$ cat src/rtl/dram_req_arbiter.sv
`default_nettype none
// ============================================================================
// Module   : dram_req_arbiter
// Purpose  : Round-robin arbiter serialising NUM_REQ requesters onto a single
//            DRAM controller command port, one transaction in flight.
// Options  : define ARB_ROW_HIT_PRIO_EN to favour requesters hitting the last
//            issued bank/row (capped at 4 consecutive hit grants).
// Revision : 1.0 - initial release
// ============================================================================
module dram_req_arbiter #(
    parameter int NUM_REQ      = 4,
    parameter int U_ADDR_WIDTH = 12,
    parameter int U_DATA_WIDTH = 2
) (
    input  logic                             u_clk,
    input  logic                             u_rst,
    input  logic [NUM_REQ-1:0]               req_valid,
    input  logic [NUM_REQ-1:0]               req_cmd,
    input  logic [NUM_REQ*U_ADDR_WIDTH-1:0]  req_addr,
    input  logic [NUM_REQ*U_DATA_WIDTH-1:0]  req_wdata,
    output logic [NUM_REQ-1:0]               req_ack,
    output logic [NUM_REQ-1:0]               req_done,
    output logic [U_DATA_WIDTH-1:0]          req_rdata,
    output logic                             arb_busy,
    output logic                             ctrl_en,
    output logic                             ctrl_cmd,
    output logic [U_ADDR_WIDTH-1:0]          ctrl_addr,
    output logic [U_DATA_WIDTH-1:0]          ctrl_wdata,
    input  logic                             ctrl_busy,
    input  logic                             ctrl_data_valid,
    input  logic                             ctrl_refresh_done,
    input  logic [U_DATA_WIDTH-1:0]          ctrl_data_o
);

    localparam int IDX_W = (NUM_REQ > 1) ? $clog2(NUM_REQ) : 1;

    typedef enum logic [1:0] {
        ARB_IDLE   = 2'd0,
        ARB_ISSUE  = 2'd1,
        ARB_EXEC   = 2'd2,
        ARB_RDWAIT = 2'd3
    } arb_state_t;

    arb_state_t                state_q, state_d;
    logic [IDX_W-1:0]          rr_ptr_q, rr_ptr_d;
    logic [IDX_W-1:0]          win_q, win_d;
    logic                      ctrl_cmd_q, ctrl_cmd_d;
    logic [U_ADDR_WIDTH-1:0]   ctrl_addr_q, ctrl_addr_d;
    logic [U_DATA_WIDTH-1:0]   ctrl_wdata_q, ctrl_wdata_d;
    logic [U_DATA_WIDTH-1:0]   rdata_q, rdata_d;
    logic [NUM_REQ-1:0]        rd_done_q, rd_done_d;

    logic [U_ADDR_WIDTH-1:0]   req_addr_a  [NUM_REQ];
    logic [U_DATA_WIDTH-1:0]   req_wdata_a [NUM_REQ];
    logic [NUM_REQ-1:0]        elig;
    logic                      grant_found;
    logic [IDX_W-1:0]          grant_idx;
    logic                      grant_en;
    logic [NUM_REQ-1:0]        ack_c;
    logic [NUM_REQ-1:0]        wr_done_c;
    logic                      en_c;

    generate
        for (genvar gi = 0; gi < NUM_REQ; gi++) begin : g_unpack
            assign req_addr_a[gi]  = req_addr[gi*U_ADDR_WIDTH +: U_ADDR_WIDTH];
            assign req_wdata_a[gi] = req_wdata[gi*U_DATA_WIDTH +: U_DATA_WIDTH];
        end
    endgenerate

    // First set bit of mask at or after ptr (circular); MSB of result = found.
    function automatic logic [IDX_W:0] rr_pick(input logic [NUM_REQ-1:0] mask,
                                               input logic [IDX_W-1:0]   ptr);
        logic [IDX_W:0]   res;
        logic [IDX_W-1:0] idx;
        int               pos;
        res = '0;
        for (int k = NUM_REQ - 1; k >= 0; k--) begin
            pos = int'(ptr) + k;
            if (pos >= NUM_REQ) pos = pos - NUM_REQ;
            idx = IDX_W'(pos);
            if (mask[idx]) res = {1'b1, idx};
        end
        return res;
    endfunction

    // A requester whose read completion is being reported this cycle sits out
    // one arbitration so ack and done never coincide on the same port.
    assign elig = req_valid & ~rd_done_q;

`ifdef ARB_ROW_HIT_PRIO_EN
    localparam int              BR_W      = U_ADDR_WIDTH - 2;
    localparam logic [2:0]      HIT_LIMIT = 3'd4;

    logic [BR_W-1:0]            last_br_q, last_br_d;
    logic                       last_vld_q, last_vld_d;
    logic [2:0]                 hit_cnt_q, hit_cnt_d;
    logic [NUM_REQ-1:0]         hit_mask;
    logic [IDX_W:0]             pick_rr, pick_hit, pick_miss;

    generate
        for (genvar gi = 0; gi < NUM_REQ; gi++) begin : g_hit
            assign hit_mask[gi] = last_vld_q &&
                                  (req_addr_a[gi][U_ADDR_WIDTH-1:2] == last_br_q);
        end
    endgenerate

    // Once the hit streak is capped, a non-hit requester takes the grant so
    // the streak is really broken.
    always_comb begin
        pick_rr   = rr_pick(elig, rr_ptr_q);
        pick_hit  = rr_pick(elig & hit_mask, rr_ptr_q);
        pick_miss = rr_pick(elig & ~hit_mask, rr_ptr_q);
        if (pick_hit[IDX_W] && (hit_cnt_q < HIT_LIMIT)) begin
            {grant_found, grant_idx} = pick_hit;
        end else if ((hit_cnt_q == HIT_LIMIT) && pick_miss[IDX_W]) begin
            {grant_found, grant_idx} = pick_miss;
        end else begin
            {grant_found, grant_idx} = pick_rr;
        end
    end

    always_comb begin
        last_br_d  = last_br_q;
        last_vld_d = last_vld_q;
        hit_cnt_d  = hit_cnt_q;
        if (grant_en) begin
            last_br_d  = req_addr_a[grant_idx][U_ADDR_WIDTH-1:2];
            last_vld_d = 1'b1;
            if (hit_mask[grant_idx]) begin
                hit_cnt_d = (hit_cnt_q == HIT_LIMIT) ? HIT_LIMIT : hit_cnt_q + 3'd1;
            end else begin
                hit_cnt_d = '0;
            end
        end
    end

    always_ff @(posedge u_clk) begin
        if (u_rst) begin
            last_br_q  <= '0;
            last_vld_q <= 1'b0;
            hit_cnt_q  <= '0;
        end else begin
            last_br_q  <= last_br_d;
            last_vld_q <= last_vld_d;
            hit_cnt_q  <= hit_cnt_d;
        end
    end
`else
    always_comb begin
        {grant_found, grant_idx} = rr_pick(elig, rr_ptr_q);
    end
`endif

    assign grant_en = (state_q == ARB_IDLE) && grant_found && !ctrl_busy;

    always_comb begin
        state_d      = state_q;
        rr_ptr_d     = rr_ptr_q;
        win_d        = win_q;
        ctrl_cmd_d   = ctrl_cmd_q;
        ctrl_addr_d  = ctrl_addr_q;
        ctrl_wdata_d = ctrl_wdata_q;
        rdata_d      = rdata_q;
        rd_done_d    = '0;
        ack_c        = '0;
        wr_done_c    = '0;
        en_c         = 1'b0;
        case (state_q)
            ARB_IDLE: begin
                if (grant_en) begin
                    ack_c        = NUM_REQ'(1) << grant_idx;
                    win_d        = grant_idx;
                    ctrl_cmd_d   = req_cmd[grant_idx];
                    ctrl_addr_d  = req_addr_a[grant_idx];
                    ctrl_wdata_d = req_wdata_a[grant_idx];
                    rr_ptr_d     = (grant_idx == IDX_W'(NUM_REQ - 1)) ? '0
                                                                      : grant_idx + 1'b1;
                    state_d      = ARB_ISSUE;
                end
            end
            ARB_ISSUE: begin
                en_c = 1'b1;
                if (!ctrl_refresh_done && ctrl_busy) state_d = ARB_EXEC;
            end
            ARB_EXEC: begin
                en_c = ctrl_busy;
                // A refresh occupied the busy window: re-issue the latched command.
                if (ctrl_refresh_done) begin
                    state_d = ARB_ISSUE;
                end else if (!ctrl_busy) begin
                    if (ctrl_cmd_q) begin
                        wr_done_c = NUM_REQ'(1) << win_q;
                        state_d   = ARB_IDLE;
                    end else begin
                        state_d   = ARB_RDWAIT;
                    end
                end
            end
            ARB_RDWAIT: begin
                if (ctrl_data_valid) begin
                    rdata_d   = ctrl_data_o;
                    rd_done_d = NUM_REQ'(1) << win_q;
                    state_d   = ARB_IDLE;
                end
            end
            default: state_d = ARB_IDLE;
        endcase
    end

    always_ff @(posedge u_clk) begin
        if (u_rst) begin
            state_q      <= ARB_IDLE;
            rr_ptr_q     <= '0;
            win_q        <= '0;
            ctrl_cmd_q   <= 1'b0;
            ctrl_addr_q  <= '0;
            ctrl_wdata_q <= '0;
            rdata_q      <= '0;
            rd_done_q    <= '0;
        end else begin
            state_q      <= state_d;
            rr_ptr_q     <= rr_ptr_d;
            win_q        <= win_d;
            ctrl_cmd_q   <= ctrl_cmd_d;
            ctrl_addr_q  <= ctrl_addr_d;
            ctrl_wdata_q <= ctrl_wdata_d;
            rdata_q      <= rdata_d;
            rd_done_q    <= rd_done_d;
        end
    end

    // Combinational pulses are masked while reset is asserted so nothing
    // is acknowledged or completed in a cycle that reset discards.
    assign req_ack    = ack_c & {NUM_REQ{~u_rst}};
    assign req_done   = (wr_done_c & {NUM_REQ{~u_rst}}) | rd_done_q;
    assign ctrl_en    = en_c & ~u_rst;
    assign req_rdata  = rdata_q;
    assign arb_busy   = (state_q != ARB_IDLE);
    assign ctrl_cmd   = ctrl_cmd_q;
    assign ctrl_addr  = ctrl_addr_q;
    assign ctrl_wdata = ctrl_wdata_q;

endmodule
`default_nettype wire

$ cat config.mk
export PLATFORM = sky130hd
export DESIGN_NAME = dram_req_arbiter
export DESIGN_NICKNAME = d
export VERILOG_FILES = /design/src/rtl/dram_req_arbiter.sv
export SDC_FILE = /design/constraint.sdc
export NUM_CORES = 1
export LEC_CHECK = 0
export CAP_MARGIN = 20
export CORE_MARGIN = 1.5
export CORE_UTILIZATION = 30
export CTS_CLUSTER_DIAMETER = 30
export DETAILED_ROUTE_END_ITERATION = 16
export GPL_ROUTABILITY_DRIVEN = 0
export GPL_TIMING_DRIVEN = 0
export PLACE_DENSITY_LB_ADDON = 0.2
export SLEW_MARGIN = 20
export SYNTH_ARGS = -nofsm -noshare
export SYNTH_HDL_FRONTEND = slang
export SYNTH_SLANG_ARGS = --single-unit
export TNS_END_PERCENT = 50
$ cat constraint.sdc
create_clock -name u_clk -period 1.73 [get_ports u_clk]
set_input_delay 0.173 -clock u_clk [delete_from_list [all_inputs] [get_ports u_clk]]
set_output_delay 0.173 -clock u_clk [all_outputs]
set_load 0.02 [all_outputs]
* Word-level counts from Yosys, hierarchy flattened
Cells that the tools add are included.
** Storage, ports and cells
- Register bits after elaboration :: 27
- Bits in latches :: 0
- Bits in writable memories :: 0
- Memory bits (read-only) :: 0
- Bits of input ports :: 71
- Output and inout port bits :: 27
- Word-level logic and storage cells :: 96
- Memories kept :: 0
** Operators by class
- Add/subtract/negate cells :: 8
- Multipliers :: 0
- Divide/modulo/power cells :: 0
- Order comparisons :: 10
- Equal/unequal tests :: 8
- Shifts and indexed selects :: 2
- Multiplexer cells :: 39
- Bitwise operators :: 10
- Reduce and logical (&&, ||, !) cells :: 11
** Operator list (number)
- 2-to-1 mux 2 bit :: 13
- binary-select mux 12 bit (select 2 bit) :: 1
- 2-to-1 mux 12 bit :: 2
- 2-to-1 mux 4 bit :: 6
- less-than comparator 2 x 3 -> 1 bit, second input constant :: 5
- bitwise AND 4 bit :: 3
- greater-or-equal comparator 3 bit, second input constant :: 4
- 2-to-1 mux 3 bit :: 4
- binary-select mux 1 bit (select 2 bit) :: 5
- one-hot mux 2 bit (4 select lines) :: 1
- << shifter 1 x 2 -> 4 bit, first input constant :: 2
- subtractor 2 x 1 -> 2 bit, second input constant :: 4
- adder 2 x 2 -> 3 bit, second input constant :: 2
- equality test 2 bit, second input constant :: 3
- inequality test 2 bit, second input constant :: 3
- 2-to-1 mux 1 bit :: 5
- binary-select mux 2 bit (select 2 bit) :: 1
- NOT 4 bit :: 1
- OR 4 bit :: 1
- AND reduction 2 bit :: 2
- AND reduction 4 bit :: 1
- adder 2 x 1 -> 3 bit, second input constant :: 1
- greater-or-equal comparator 2 x 3 -> 1 bit, second input constant :: 1
- logical AND 1 bit :: 3
- 11 further kinds :: 14

* Longest topological paths before layout
Gate-level depths: netlist of the first run.
- Depth in word-level cells :: 14
- Gate-level depth with buffers :: 10
- Gate-level depth less buffers :: 8

* Least setup slack after synthesis of the first run
No wires, ideal clock.
- Path kind :: register to output
- From :: register state_q[1]
- To :: output req_ack[0]
- Data arrival time :: 1740 ps
- Data required time :: 1557 ps
- Slack :: -183 ps
- Stages on the path, launching flop included :: 10
- Buffers on the path :: 2
- Path through :: dfxtp_1 > inv_1 > ha_1 > nor2b_1 > o41ai_4 > nor2_2 > nand2b_1 > buf_6 > buf_12 > nor2_1
** Between the ends
- Word-level cells in the longest chain between the ends :: 6
** RTL lines
- start: declaration :: line 44 : arb_state_t state_q, state_d;
- start signal: assignment :: line 221 : state_q <= state_d;
- zero test 2 bit (*) :: line 154, 168
- logical AND 1 bit (2 in series) :: line 154 : assign grant_en = (state_q == ARB_IDLE) && grant_found && !ctrl_busy;
- 2-to-1 mux 4 bit :: line 170 : if (grant_en) begin
- 2-to-1 mux 4 bit (*) :: line 168 : case (state_q)
- bitwise AND 4 bit (*) :: line 234 : assign req_ack = ack_c & {NUM_REQ{~u_rst}};
- end: declaration :: line 21 : output logic [NUM_REQ-1:0] req_ack,
Every way passes the cells marked *; elsewhere a longest branch is shown, timed or not.

* Worst setup path in the final report of the first run
- From :: register rd_done_q[2]
- To :: output req_ack[3]
** Between the ends
- Word-level cells in the longest chain between the ends :: 13
- Elaborated cells on any way between the ends :: 20
- Those cells by class :: shift: 1; mux: 14; bitwise: 3; reduce/logical: 2
** RTL lines
- start: declaration :: line 51 : logic [NUM_REQ-1:0] rd_done_q, rd_done_d;
- start signal: assignment :: line 228 : rd_done_q <= rd_done_d;
- NOT 4 bit (*) :: line 88 : assign elig = req_valid & ~rd_done_q;
- bitwise AND 4 bit (*) :: line 88
- binary-select mux 1 bit (select 2 bit) :: line 81 : if (mask[idx]) res = {1'b1, idx};
- 2-to-1 mux 1 bit (implied by the code) :: line 81
- 2-to-1 mux 3 bit (3 in series) :: line 81
- 2-to-1 mux 3 bit (*) :: line 81
- logical AND 1 bit (2 in series) :: line 154
- 2-to-1 mux 4 bit (*) :: line 170
- 2-to-1 mux 4 bit (*) :: line 168
- bitwise AND 4 bit (*) :: line 234
Every way passes the cells marked *; elsewhere a longest branch is shown, timed or not. The select of a mux whose other input is x is not followed.

==> metrics.txt, run 1 <==
PD cells 989.5 nW/um2; vias in the first global route 1,680; violated checks setup timing; hold_ws 0.4458 ns; fmax 510.9 MHz; Post-DP HPWL around 3900 um; # IOs 98; Root Buffer clkbuf_8; Post-Synthesis Cells 181; total inserted antenna cells 0; Pre-antenna DRT Iters 4; num rows 27; Fin Clk Skew 0.006673 ns; DR vias/cell 4.730; synth top area cells dfxtp_1 (31%), mux2i_1 (18%), a2bb2oi_2 (6.1%); final worst slack -0.2272 ns; sequential area share after synthesis 0.3128; GR Overflow Total 0; HP Class in -> reg; Synthesis Warnings 0; setup violators final 20; initial antenna violation count 0; Syn Area/Cell approximately 9.5 um2; crit end category output port; Final period util 1.131; Setup CP Type reg -> out; Die X-Extent around 79 um; slowest CP cell dfxtp_2; max-slew violation count 0; Residual DRC 0; leakage power 1.400 nW; Min Clock Period, post-route around 2.0 ns; worst slew pin tran approximately 0.37 ns; port buffer count 97; Max Root-Sink Buffers 2; largest net degree at the start of global routing 17; max_cap viols 0; Synth Cell Area 1728 um2; relative slew slack 0.7522; layout cells sized above 1 0.3398; first-pass GRT wire length 8128 um; Critical Path AT 1.78 ns; Initial DRC Count 37; core area 5540 um2; CTS tree yes; Setup crit start kind register; Tot Pwr 3.334 mW; worst path cell trace and2b_4 -> a211oi_4 -> o21ai_4 -> buf_8 -> inv_8 -> ha_4 -> and2_4 -> buf_6; maximum vdd drop 0.5295 mV; H-tree depth 1; CTS clk-pin slew, worst paths roughly 0.11 ns; RSZ-0062 raised after global routing yes; DR vias ~1,800; Fin. Hold Viols 0; final wirelength 5587 um; post-route ant nets 0; Worst Path Required 1.56 ns; CTS Buf Count 3; Area Growth Syn to Fin 95.00%; worst-skew pair later-pin latency 0.28 ns; Starting Density 0.3119; FF+latch count, synth 27; gr usage total 0.1642; hold path depth 3; fill count between 400 and 500; Worst Reg-to-Reg Cells 8; Die ar. 6224 um2; largest area contributor in the netlist dfxtp_1; count of cell types in the netlist 37; synthesized net count roughly 260; Die Ht 78.89 um; CTS Hold Bufs 0; share of Yosys cell area claimed by the top area cell type 0.3128; WL per Instance 14.66 um; Max FO, Critical Path 4; outcome finished, violations left; fin nets 387; delay of the slowest critical-path stage 0.34 ns; count of clock tree sinks 27
[path summary, 6_finish.rpt]
path                                                start                         to  slack [ns]
worst min-delay path                       ctrl_data_o[1]  req_rdata[1]$_SDFFE_PP0P_        0.45
worst max register to register    rd_done_q[2]$_SDFF_PP0_  ctrl_addr[3]$_SDFFE_PP0P_       -0.09
worst min register to register  req_rdata[0]$_SDFFE_PP0P_  req_rdata[0]$_SDFFE_PP0P_        0.46
worst max-delay path              rd_done_q[2]$_SDFF_PP0_                 req_ack[3]       -0.23
[critical path, delay by kind of cell, from the launching register on]
| family | cells | cell delay (ns) |
|---|---|---|
| AND/OR/NAND/NOR | 2 | 0.44 |
| buffers and inverters | 3 | 0.29 |
| AO/OA/AOI/OAI | 2 | 0.30 |
| flip-flops | 1 | 0.34 |
| adder cells (fa/ha/maj) | 1 | 0.14 |
[per-layer routing]
| layer | global-route usage | wire length, um | vias up |
|---|---|---|---|
| met5 | 0 | 0 | - |
| met4 | 0.04737 | 93 | 0 |
| met3 | 0.02414 | 225 | 10 |
| met2 | 0.2957 | 3006 | 46 |
| met1 | 0.2020 | 2261 | 834 |
| li1 | - | - | 912 |
[report_power, final]
| group | leakage [nW] | switching (mW) | total (mW) | internal (mW) |
|---|---|---|---|---|
| Clock | 0.0217 | 0.223 | 0.387 | 0.164 |
| Sequential | 0.224 | 0.122 | 0.888 | 0.766 |
| Combinational | 1.15 | 0.891 | 2.06 | 1.17 |
| Total | 1.40 | 1.24 | 3.33 | 2.10 |
[Yosys cell counts]
cell / instances
o41ai_4: 1
inv_1: 8
a211oi_2: 1
dfxtp_1: 27
o31ai_1: 1
nor2b_4: 2
o31a_1: 1
a2bb2oi_2: 7
a211oi_1: 2
buf_4: 3
o21ai_1: 14
nand2b_1: 7
o21ai_0: 2
clkbuf_1: 1
mux2i_1: 31
nand3_1: 3
o22ai_1: 1
nor2b_1: 3
nor2_2: 2
nand2_1: 12
buf_2: 2
o221a_2: 1
nor3b_1: 2
or2_2: 2
buf_6: 1
o21bai_1: 3
nor3_1: 2
o21ai_4: 1
buf_12: 1
and2b_4: 1
and2_1: 1
ha_1: 6
nor2_1: 9
a221oi_2: 1
a21oi_1: 10
a21o_1: 2
a2bb2oi_1: 7
[area by class of cell]
type | count | area [um2] | area share
inverter | 8 | 42.54 | 0.01263
multi-input combinational | 138 | 1310 | 0.3888
clock buffer | 3 | 41.29 | 0.01225
clock inverter | 1 | 7.507 | 0.002228
tap | 72 | 90.09 | 0.02674
timing repair buffer | 125 | 1227 | 0.3643
buffer | 7 | 98.84 | 0.02934
sequential | 27 | 551.8 | 0.1638
[sequential cells by signal (all words and copies together) (netlist names)]
register    count
rd_done_q       4
rr_ptr_q        2
req_rdata       2
state_q         2
win_q           2
ctrl_addr      12
ctrl_cmd        1
ctrl_wdata      2
[metrics by stage]
stage          worst slack [ns]   TNS, ns    util  instances  instance area (um2)
6_report                -0.2272    -1.832  0.6082        381                 3369
3_3_place_gp            -0.9806    -11.96  0.5070        350                 2809
3_5_place_dp            -0.9845    -12.30  0.5070        350                 2809
4_1_cts                 -0.2528    -2.236  0.5617        369                 3112
5_1_grt                 -0.2923    -3.762  0.6082        381                 3369
2_1_floorplan          -0.01144  -0.02643       -        181                 1748
[cells by family after synthesis]
family          after synthesis  synth area share
compound gates               55            0.2629
fa+ha+maj                     6           0.04345
buf+inv                      16           0.05648
flops                        27            0.3128
mux                          31            0.1796
simple gates                 46            0.1448
[cells in the final DEF, fill, tap and decap left out, types with 2 or more instances in the layout]
| cell type | count |
|---|---|
| a211oi_1 | 2 |
| a21o_1 | 2 |
| a21oi_1 | 7 |
| a21oi_2 | 3 |
| a2bb2oi_1 | 4 |
| a2bb2oi_2 | 10 |
| buf_12 | 4 |
| buf_2 | 2 |
| buf_4 | 28 |
| buf_6 | 5 |
| buf_8 | 2 |
| clkbuf_8 | 3 |
| clkdlybuf4s50_1 | 83 |
| dfxtp_1 | 20 |
| dfxtp_2 | 6 |
| dlygate4sd2_1 | 3 |
| dlymetal6s2s_1 | 2 |
| ha_1 | 3 |
| ha_4 | 3 |
| inv_1 | 5 |
| inv_4 | 2 |
| mux2i_1 | 26 |
| mux2i_2 | 3 |
| mux2i_4 | 2 |
| nand2_1 | 10 |
| nand2_2 | 2 |
| nand2b_1 | 3 |
| nand2b_4 | 4 |
| nand3_1 | 3 |
| nor2_1 | 6 |
| nor2_4 | 4 |
| nor2b_4 | 3 |
| o21ai_0 | 2 |
| o21ai_1 | 14 |
| o21bai_1 | 3 |
| or2_2 | 2 |
[what timing repair did]
action / in CTS / in global routing
setup endpoints to repair: 28 / 27
gates cloned: 1 / 1
setup buffers: 15 / 12
gates resized for setup: 87 / 36
endpoints found under the hold margin: 0 / 0
pin swaps: 8 / 9
No activity file was read; power rests on OpenSTA's default activity.
==> run 2: changes to the inputs <==
--- a/config.mk
+++ b/config.mk
@@ -5,7 +5,7 @@
 export SDC_FILE = /design/constraint.sdc
 export NUM_CORES = 1
 export LEC_CHECK = 0
-export CAP_MARGIN = 20
+export ABC_AREA = 1
 export CORE_MARGIN = 1.5
 export CORE_UTILIZATION = 30
 export CTS_CLUSTER_DIAMETER = 30
==> metrics.txt, run 2 <==
outcome finished, violations left; violated checks setup timing; TNS Setup -4.890 ns (-3.057 ns); PD cells 1521 nW/um2 (+54%); largest area contributor in the netlist dfxtp_1; total net switching power 2.762 mW (+120%); setup violators final 21 (+5.0%); Multi-input gate area 1405 um2 (+7.3%); Synthesis Warnings 0 (unchanged); final std cells w/o fill 605 (+59%); Reg power frac 0.181 (-0.085); most frequent cell after synthesis inv_1; top post-synthesis cells by count inv_1 (94), nand3_1 (89), nand2_1 (74); Synth Cell Area 2225 um2 (+29%); FF+latch count, synth 27 (unchanged); Residual DRC 0 (unchanged); ys async rst share 0 (unchanged); worst-skew pair later-pin latency 0.28 ns (about the same); share of Yosys cell area claimed by the top area cell type 0.2430 (-0.06985); Post-Synthesis Cells 391 (+120%); Int Pwr 2.945 mW (+40%); Register Area 545.5 um2 (-1.1%); Sw Ratio 0.4840 (+0.1131); count of cell types in the netlist 25 (-32%); DR vias 2,738 (+52%); Min Clock Period, post-route 2.178 ns (+0.2211 ns); Max FO, Critical Path 8 (+4); largest net degree at the start of global routing 17 (unchanged); CTS Buf Count 3 (unchanged); relative slew slack 0.6410 (-0.1112); CTS Hold Bufs 0 (unchanged); predominant post-synthesis flop cell dfxtp_1; fmax 459.1 MHz (-10%); layout cells sized above 1 0.1877 (-0.1521); Critical Path AT 2.01 ns (+0.23 ns); Clk pwr share 0.066 (-0.050); Tot Pwr 5.707 mW (+71%); placed instance count 586 (+67%); fill count 763 (+54%); Max Root-Sink Buffers 2 (unchanged); RSZ-0062 raised after global routing yes; initial antenna violation count 0 (unchanged); post-route ant nets 0 (unchanged); cell mode on critical path nand2_2; Worst Path Required 1.56 ns (about the same); Setup CP Type reg -> out; synth top area cells dfxtp_1 (24%), nand3_1 (20%), inv_1 (16%); max_cap viols 0 (unchanged); Setup crit start kind register; most frequent cells in the layout inv_1 (93), clkdlybuf4s50_1 (86), nand3_1 (79), nand2_1 (61), nor2_1 (37); HP Class in -> reg; sequential area share after synthesis 0.2430 (-0.06985); worst path bufs/invs 5 (+2); Initial DRC Count 97 (+160%); DR vias/cell 4.526 (-4.3%); gr usage total 0.1919 (+0.02767); leakage power 1.882 nW (+34%); core area 7214 um2 (+30%); CTS tree yes; H-tree depth 1 (unchanged); Fin. Hold Viols 0 (unchanged); Pre-antenna DRT Iters 4 (unchanged); combinational group share of total power 0.753 (+0.136); vias in the first global route 2,614 (+56%); Die Ht 89.11 um (+13%); port buffer count 96 (-1.0%); worst slew pin tran 0.5386 ns (+0.1675 ns); final worst slack -0.4483 ns (-0.2211 ns); WL per Instance 11.86 um (-19%); Final period util 1.259 (+0.1278); CP top delay family simple AND/OR/NAND/NOR gates; Die ar. 7941 um2 (+28%); Largest register FFs 12 (unchanged); # IOs 98 (unchanged); Root Buffer clkbuf_8; max-slew violation count 0 (unchanged); crit end category output port; Starting Density 0.3084 (-0.003519); synthesized net count 468 (+81%); count of clock tree sinks 27 (unchanged); fin nets 584 (+51%); num rows 31 (+15%); worst path cell trace buf_12 -> clkinv_8 -> nand3_4 -> nand2_2 -> nand2_2 -> nand2_2 -> inv_2 -> a21oi_2 -> nand2_2 -> nand2_4 -> buf_8 -> ha_4 -> nand2_2 -> nor2_4 -> buf_6; CTS clk-pin slew, worst paths 0.10 ns (about the same); maximum vdd drop 0.6526 mV (+23%); final wirelength 7178 um (+28%); EDFF count, synth 0 (unchanged); Post-DP HPWL 5442 um (+41%); slowest CP cell dfxtp_2; GR Overflow Total 0 (unchanged); Die X-Extent 89.11 um (+13%); first-pass GRT wire length 11,840 um (+46%); Fin Clk Skew 0.005536 ns (-0.001137 ns); delay of the slowest critical-path stage 0.34 ns (about the same); Area Growth Syn to Fin 68.62%; total inserted antenna cells 0 (unchanged); Syn Area/Cell 5.690 um2 (-40%); commonest non-fill, non-tap cell in the layout inv_1
[run 2: cell types whose count changed in the layout (fill, tap and decap cells not counted), sizes merged, moves of 7 or more]
cell / before / now
nand2: 12 / 77
a2bb2oi: 14 / 0
nor2: 11 / 41
nand3: 3 / 93
nand2b: 7 / 0
mux2i: 31 / 0
inv: 8 / 99
[run 2: path summary, 6_finish.rpt]
| path | start | to | slack [ns] | depth (start not counted) |
|---|---|---|---|---|
| setup / recovery | rr_ptr_q[0]$_SDFFE_PP0P_ | req_ack[3] | -0.45 | 15 |
| hold / removal | u_rst | ctrl_wdata[1]$_SDFFE_PP0P_ | 0.42 | 4 |
| setup reg to reg | rr_ptr_q[0]$_SDFFE_PP0P_ | ctrl_wdata[0]$_SDFFE_PP0P_ | -0.27 | 17 |
| hold reg to reg | win_q[0]$_SDFFE_PP0P_ | rd_done_q[3]$_SDFF_PP0_ | 0.49 | 2 |
[run 2: cells by family after synthesis]
logic type / after synthesis / share of synthesized area
simple gates: 215 / 0.4393
buf+inv: 118 / 0.2227
flops: 27 / 0.2430
compound gates: 24 / 0.05737
fa+ha+maj: 6 / 0.03374
xor+xnor: 1 / 0.003938
[run 2: what timing repair did]
action	4_1_cts	5_1_grt
pin swaps	13	7
buffers inserted	13	1
gates resized for setup	82	24
setup endpoints to repair	31	31
cloned	1	0
endpoints found under the hold margin	0	0
[run 2: per-stage QoR]
stage          worst slack, ns  hold WS (ns)  utilization  cell area [um2]
2_1_floorplan         -0.06131        0.3361            -             2322
3_3_place_gp           -0.9441        0.4678       0.4723             3407
3_5_place_dp           -0.9620        0.4712       0.4723             3407
4_1_cts                -0.4759        0.4062       0.5090             3672
5_1_grt                -0.5856        0.4314       0.5199             3751
6_report               -0.4483        0.4174       0.5199             3751
[run 2: power groups by stage]
stage / Clock (mW) / Sequential, mW / Combinational (mW)
after floorplan: 0 / 1.21 / 2.30
after global placement: 0 / 1.02 / 3.60
after detailed placement: 0 / 1.02 / 3.64
after CTS: 0.397 / 1.02 / 4.16
after global routing: 0.423 / 1.06 / 4.73
final: 0.377 / 1.03 / 4.30
[run 2: area by class of cell]
type                       instances  area share
tap                               99     0.03302
inverter                         100      0.1061
multi-input combinational        246      0.3746
clock buffer                       3     0.01101
clock inverter                     1    0.002001
buffer                            18     0.04470
sequential                        27      0.1454
timing repair buffer             111      0.2832
[run 2: worst register-to-register path: cells and delay by family, from the launching register on]
kind,cells,cell delay (ns)
and+or+nand+nor,9,0.74
buffers and inverters,7,0.75
DFF,1,0.34
AOI/OAI and AO/OA,1,0.13
[run 2: metal layers]
metal / track usage / vias to the layer above / part of all wire / wire length, um
met5: 0 / - / 0 / 0
met4: 0.04056 / 0 / 0.0067 / 48
met3: 0.04063 / 5 / 0.075 / 541
met2: 0.3411 / 96 / 0.49 / 3522
met1: 0.2385 / 1216 / 0.43 / 3065
li1: - / 1421 / - / -
